===== src/rtl/uart_tx_mmio.sv =====
// Memory-mapped 8N1 UART transmitter: a STATUS/TXDATA register pair in front of a
// small byte FIFO feeding a registered-output serializer.
module uart_tx_mmio #(
    parameter int CLOCK_FREQ = 50_000_000,
    parameter int BAUD_RATE  = 115_200,
    parameter int FIFO_DEPTH = 8
) (
    input  logic        clk,
    input  logic        rst,
    input  logic [29:0] addr,
    input  logic        we,
    input  logic [31:0] wdata,
    output logic [31:0] rdata,
    output logic        serial_out,
    output logic [1:0]  dbg_state_o
);
    localparam int CLOCKS_PER_BIT = CLOCK_FREQ / BAUD_RATE;
    localparam int BW = (CLOCKS_PER_BIT > 1) ? $clog2(CLOCKS_PER_BIT) : 1;
    localparam int PW = $clog2(FIFO_DEPTH);
    localparam int CW = PW + 1;

    localparam logic [29:0]   ADDR_STATUS = 30'h2000_0000;
    localparam logic [29:0]   ADDR_TXDATA = 30'h2000_0002;
    localparam logic [BW-1:0] BAUD_LAST   = BW'(CLOCKS_PER_BIT - 1);
    localparam logic [CW-1:0] DEPTH_C     = CW'(FIFO_DEPTH);

    typedef enum logic [1:0] {S_IDLE, S_START, S_DATA, S_STOP} state_e;

    state_e        state_q, state_d;
    logic [BW-1:0] baud_q, baud_d;
    logic [2:0]    bit_q, bit_d;
    logic [7:0]    shift_q, shift_d;
    logic          serial_q, serial_d;
    logic          ovf_q, ovf_d;
    logic [29:0]   addr_q;
    logic [7:0]    mem_q [FIFO_DEPTH];
    logic [PW-1:0] wr_ptr_q, rd_ptr_q;
    logic [CW-1:0] count_q;

    logic push_req, push, pop, tx_ready, tx_idle;

    assign tx_ready = (count_q < DEPTH_C);
    assign tx_idle  = (count_q == '0) && (state_q == S_IDLE);
    assign pop      = (state_q == S_IDLE) && (count_q != '0);
    assign push_req = we && (addr == ADDR_TXDATA);
    // A full FIFO still takes a byte when the serializer frees a slot this cycle.
    assign push     = push_req && (tx_ready || pop);

    always_comb begin
        ovf_d = ovf_q;
        if (push_req && !push) begin
            ovf_d = 1'b1;
        end else if (we && (addr == ADDR_STATUS) && wdata[2]) begin
            ovf_d = 1'b0;
        end
    end

    always_comb begin
        rdata = '0;
        if (addr_q == ADDR_STATUS) begin
            rdata = {29'd0, ovf_q, tx_idle, tx_ready};
        end
    end

    always_ff @(posedge clk) begin
        if (rst) begin
            wr_ptr_q <= '0;
            rd_ptr_q <= '0;
            count_q  <= '0;
            ovf_q    <= 1'b0;
            addr_q   <= '0;
        end else begin
            addr_q <= addr;
            ovf_q  <= ovf_d;
            if (push) wr_ptr_q <= wr_ptr_q + 1'b1;
            if (pop)  rd_ptr_q <= rd_ptr_q + 1'b1;
            if (push && !pop) begin
                count_q <= count_q + 1'b1;
            end else if (pop && !push) begin
                count_q <= count_q - 1'b1;
            end
        end
    end

    always_ff @(posedge clk) begin
        if (push) mem_q[wr_ptr_q] <= wdata[7:0];
    end

    always_comb begin
        state_d = state_q;
        baud_d  = baud_q;
        bit_d   = bit_q;
        shift_d = shift_q;
        case (state_q)
            S_IDLE: begin
                if (pop) begin
                    state_d = S_START;
                    shift_d = mem_q[rd_ptr_q];
                    baud_d  = '0;
                    bit_d   = '0;
                end
            end
            S_START: begin
                if (baud_q == BAUD_LAST) begin
                    state_d = S_DATA;
                    baud_d  = '0;
                    bit_d   = '0;
                end else begin
                    baud_d = baud_q + 1'b1;
                end
            end
            S_DATA: begin
                if (baud_q == BAUD_LAST) begin
                    baud_d = '0;
                    if (bit_q == 3'd7) begin
                        state_d = S_STOP;
                    end else begin
                        bit_d = bit_q + 1'b1;
                    end
                end else begin
                    baud_d = baud_q + 1'b1;
                end
            end
            S_STOP: begin
                if (baud_q == BAUD_LAST) begin
                    state_d = S_IDLE;
                    baud_d  = '0;
                    bit_d   = '0;
                end else begin
                    baud_d = baud_q + 1'b1;
                end
            end
            default: state_d = S_IDLE;
        endcase

        // Line level is decoded from the next state so the pin register matches the state register.
        case (state_d)
            S_START: serial_d = 1'b0;
            S_DATA:  serial_d = shift_d[bit_d];
            default: serial_d = 1'b1;
        endcase
    end

    always_ff @(posedge clk) begin
        if (rst) begin
            state_q  <= S_IDLE;
            baud_q   <= '0;
            bit_q    <= '0;
            shift_q  <= '0;
            serial_q <= 1'b1;
        end else begin
            state_q  <= state_d;
            baud_q   <= baud_d;
            bit_q    <= bit_d;
            shift_q  <= shift_d;
            serial_q <= serial_d;
        end
    end

    assign serial_out  = serial_q;
    assign dbg_state_o = state_q;
endmodule


===== config.mk =====
export PLATFORM = sky130hd
export DESIGN_NAME = uart_tx_mmio
export DESIGN_NICKNAME = d
export VERILOG_FILES = /design/src/rtl/uart_tx_mmio.sv
export SDC_FILE = /design/constraint.sdc
export NUM_CORES = 1
export LEC_CHECK = 0
export ABC_AREA = 1
export BUFFER_PORTS_ARGS = -buffer_cell sky130_fd_sc_hd__buf_2
export CAP_MARGIN = 20
export CORE_MARGIN = 2
export CORE_UTILIZATION = 30
export DETAILED_ROUTE_END_ITERATION = 12
export GPL_TIMING_DRIVEN = 0
export PLACE_DENSITY = 0.58
export SYNTH_ARGS = -nofsm -noshare
export SYNTH_HDL_FRONTEND = slang
export SYNTH_SLANG_ARGS = --single-unit

===== constraint.sdc =====
create_clock -name clk -period 4.43 [get_ports clk]
set_input_delay 0.2215 -clock clk [delete_from_list [all_inputs] [get_ports clk]]
set_output_delay 0.2215 -clock clk [all_outputs]
set_load 0.02 [all_outputs]

==> summary.md <==
| Metric | Value |
|---|---|
| Number of synthesized register bits | 131 |
| Cts hold-fix bufs | 0 |
| Outcome | completed |
| DR vias/cell | around 4.4 |
| Final hold vios | 0 |
| Hold/Removal Path Class | input pin to flip-flop |
| Combinational Power Share | 0.263 |
| Worst Path Required | 4.73 ns |
| Crit-path cells | nor2_1 > nand2_2 > nand2_4 > inv_4 > nor2_2 > nor3_4 > ha_1 > inv_1 > ha_1 > and3_1 > a211oi_1 > nor2_1 > nor2_1 > nand2_1 > o21ai_0 > a21oi_1 |
| Die width | 143 µm |
| PostCTS Resize Cnt | 0 |
| CP endpoint kind | flip-flop |
| Placed Instances | between 900 and 1000 |
| Number of global-route vias before repair | 4072 |
| Clock Path Buffers | 2 |
| Tmin final | 2.81 ns |
| Setup TNS | 0 ns |
| Share of layout cells above drive strength 1 | 0.186 |
| Pwr dens | 547 mW/mm² |
| Area growth syn-to-layout | 22.0% |
| Residual DRC | 0 |
| RSZ-0062 raised after global routing | false |
| Total detailed-routing wirelength | 12400 µm |
| Crit path kind | flip-flop to flip-flop |
| Total power | just under 4 mW |
| H-tree Lvls | 4 |
| Buf/Inv on CP | 2 |
| Synth Area in XOR/XNOR | 0.00759 |
| Fraction of registers with async set/reset | 0 |
| Critical path's most frequent cell | nor2_1 |
| Reg-to-reg startpoint | count_q[1]$_SDFFE_PP0P_ |
| Largest family of logic cells by synthesized area | simple AND/OR/NAND/NOR gates |
| Post-CTS setup buffer count | 0 |
| Final setup viols | 0 |
| Worst Path Max Fanout | 6 |
| Met3 Resource Use GR | 0.0288 |
| Placement Setup Slack | 1.49 ns |
| Mux contribution to synthesized area | 0 |
| First-pass GRT wire length | 19800 µm |
| RD Place Congestion | 0.811 |
| Crit path max-delay family | simple AND/OR/NAND/NOR gates |
| Port Buffers | 45 |
| Lkg Pwr | 3.10 nW |
| Initial antenna violation count | 0 |
| I/O pins | 100 |
| Clock buffer count from CTS | 17 |
| Share of power burned in registers | 0.368 |
| Root Driver | clkbuf_16 |
| Mean Syn Cell Area | 8.85 µm² |
| Power Internal | 2.64 mW |
| Placed inst area | ~0.0064 mm² |
| Starting Density | 0.308 |
| Core Area | 0.0188 mm² |
| Fin Clk Skew | roughly 0.009 ns |
| Clk slew on worst S/H paths | 0.05 ns |
| Post-synth EDFFs | 64 |
| Main flop type after synthesis | dfxtp_1 |
| # Max-Cap Violations | 0 |
| Ant. Diodes | 0 |
| Cells after Synth | 652 |
| DP Wirelength | between 8000 and 9000 µm |
| Sink Count | 131 |
| GRT Util Overall | 0.126 |
| Final core utilization | 0.375 |
| Max-slew headroom | 0.385 |
| Layout Nets | roughly 820 |
| CTS tree | done |
| Mapped Area | 0.00577 mm² |
| Hold WS | 0.0260 ns |
| Routed Antenna Nets | 0 |
| Synth Area in Adders | 0.0208 |
| Row cnt | 50 |
| FILL cells | 1892 |
| Crit path largest cell delay | 0.41 ns |
| Most frequent cells in the layout | nand2_1, nor2_1, inv_1 |
| Worst setup path startpoint | count_q[1]$_SDFFE_PP0P_ |
| Crit share post-route | 0.635 |
| Clock latency on the worst-skew pair | 0.41 ns |
| Crit path arrival time | 3.11 ns |
| Met1 Use GR | 0.154 |
| Switching part of the total | 0.316 |
| Yosys warning count | 0 |
| Cell Count, Final, Fillers Out | around 1000 |
| NetSw | 1.22 mW |
| Worst-Margin Slew | 0.918 ns |
| Seq/Total Area, Yosys | 0.565 |
| GRT busiest layer | met2 |
| Die Span Y | between 100 and 150 µm |
| Commonest non-fill, non-tap cell in the layout | nand2_1 |
| Final Max Slew Viols | 0 |
| DR iter-0 viols | 212 |
| Hold_sp | addr[25] |
| Total global routing overflow | 0 |
| WL per Instance | 12.4 µm |
| Met2 GRT Util | 0.212 |
| CP Launch Type | flip-flop |
| IR Drop Worst-Case VDD | 0.278 mV |
| Complex-gate fraction of the synthesized area | 0.0477 |
| Post-route cell area | between 0.007 and 0.008 mm² |
| Setup WS post-layout | 1.62 ns |
| Clock share of power | 0.368 |
| Pre-antenna DRT Iters | 5 |
| Die ar. | just over 0.02 mm² |
| Pin count of the biggest net entering global routing | 17 |
| Simple-gate area share of the yosys netlist | 0.250 |
| DR vias | 4376 |
| Slowest CP cell | dfxtp_1 |
| Library cells used by synthesis | 41 |
| Fmax | 355 MHz |
-- power groups by stage --
stage | clock network (mW) | registers, mW | logic, mW
2_1_floorplan | 0 | 1.44 | 0.732
3_3_place_gp | 0 | 1.44 | 1.01
3_5_place_dp | 0 | 1.44 | 1.02
4_1_cts | 1.43 | 1.42 | 1.02
5_1_grt | 1.49 | 1.43 | 1.15
6_report | 1.42 | 1.42 | 1.02
-- kinds of logic after synthesis --
logic type      after synthesis
compound gates               52
simple gates                326
buf+inv                     128
fa+ha+maj                     9
flops                       131
other cells                   1
xor+xnor                      5
-- registers in the layout (all words and copies together), names as in the netlist, named ones only --
signal	flops
count_q	4
ovf_q	1
baud_q	9
shift_q	8
mem_q	64
wr_ptr_q	3
dbg_state_o	2
serial_out	1
bit_q	3
rd_ptr_q	3
addr_q	30
-- layout make-up --
| cell class | count | area, µm² | share of cell area |
|---|---|---|---|
| flip-flops and latches | 131 | 3260 | 0.463 |
| clock buffers | 19 | 433 | 0.0615 |
| repair buffers | 50 | 258 | 0.0366 |
| inverters | 80 | 307 | 0.0435 |
| plain buffers | 48 | 317 | 0.0450 |
| well taps | 234 | 293 | 0.0416 |
| multi-input cells | 421 | 2010 | 0.285 |
| clock inverters | 13 | 165 | 0.0235 |
-- worst register-to-register path: cells and delay by family (launching register included) --
kind	cells	cell delay, ns
buffers and inverters	2	0.20
AOI/OAI and AO/OA	3	0.43
adders and majority gates	2	0.57
DFF	1	0.41
and+or+nand+nor	9	1.12
-- path summary, 6_finish.rpt --
kind | depth (start not counted) | end | slack, ns
min reg2reg | 1 | rd_ptr_q[2]$_SDFFE_PP0P_ | 0.44
max | 16 | count_q[3]$_SDFFE_PP0P_ | 1.62
min | 3 | addr_q[25]$_SDFF_PP0_ | 0.03
max reg2reg | 16 | count_q[3]$_SDFFE_PP0P_ | 1.62
-- Yosys cell counts (2+ instances only) --
| master | count | area (µm²) |
|---|---|---|
| ha_1 | 8 | 100 |
| nor2_2 | 3 | 18.8 |
| nand2_4 | 3 | 33.8 |
| dfxtp_1 | 67 | 1340 |
| nand2_1 | 142 | 533 |
| buf_4 | 32 | 240 |
| nand3b_1 | 3 | 22.5 |
| nand4_1 | 7 | 43.8 |
| edfxtp_1 | 64 | 1920 |
| clkbuf_1 | 4 | 15.0 |
| nor2_1 | 83 | 312 |
| nor2_4 | 2 | 22.5 |
| nand2_2 | 3 | 18.8 |
| nor4_1 | 8 | 50.1 |
| buf_2 | 6 | 30.0 |
| inv_1 | 71 | 267 |
| nand3_1 | 54 | 270 |
| xnor2_1 | 2 | 17.5 |
| a211oi_1 | 3 | 22.5 |
| inv_2 | 5 | 18.8 |
| inv_4 | 2 | 12.5 |
| o21ai_0 | 22 | 110 |
| xor2_1 | 3 | 26.3 |
| a21oi_1 | 23 | 115 |
| nor3_1 | 13 | 65.1 |
| buf_1 | 4 | 15.0 |
-- per-layer routing --
| metal | vias to the layer above | routed length [µm] |
|---|---|---|
| met3 | 17 | 617 |
| met5 | - | 0 |
| met4 | 0 | 276 |
| li1 | 2257 | - |
| met1 | 1978 | 5620 |
| met2 | 124 | 5860 |
(Power assumes the default switching activity.)
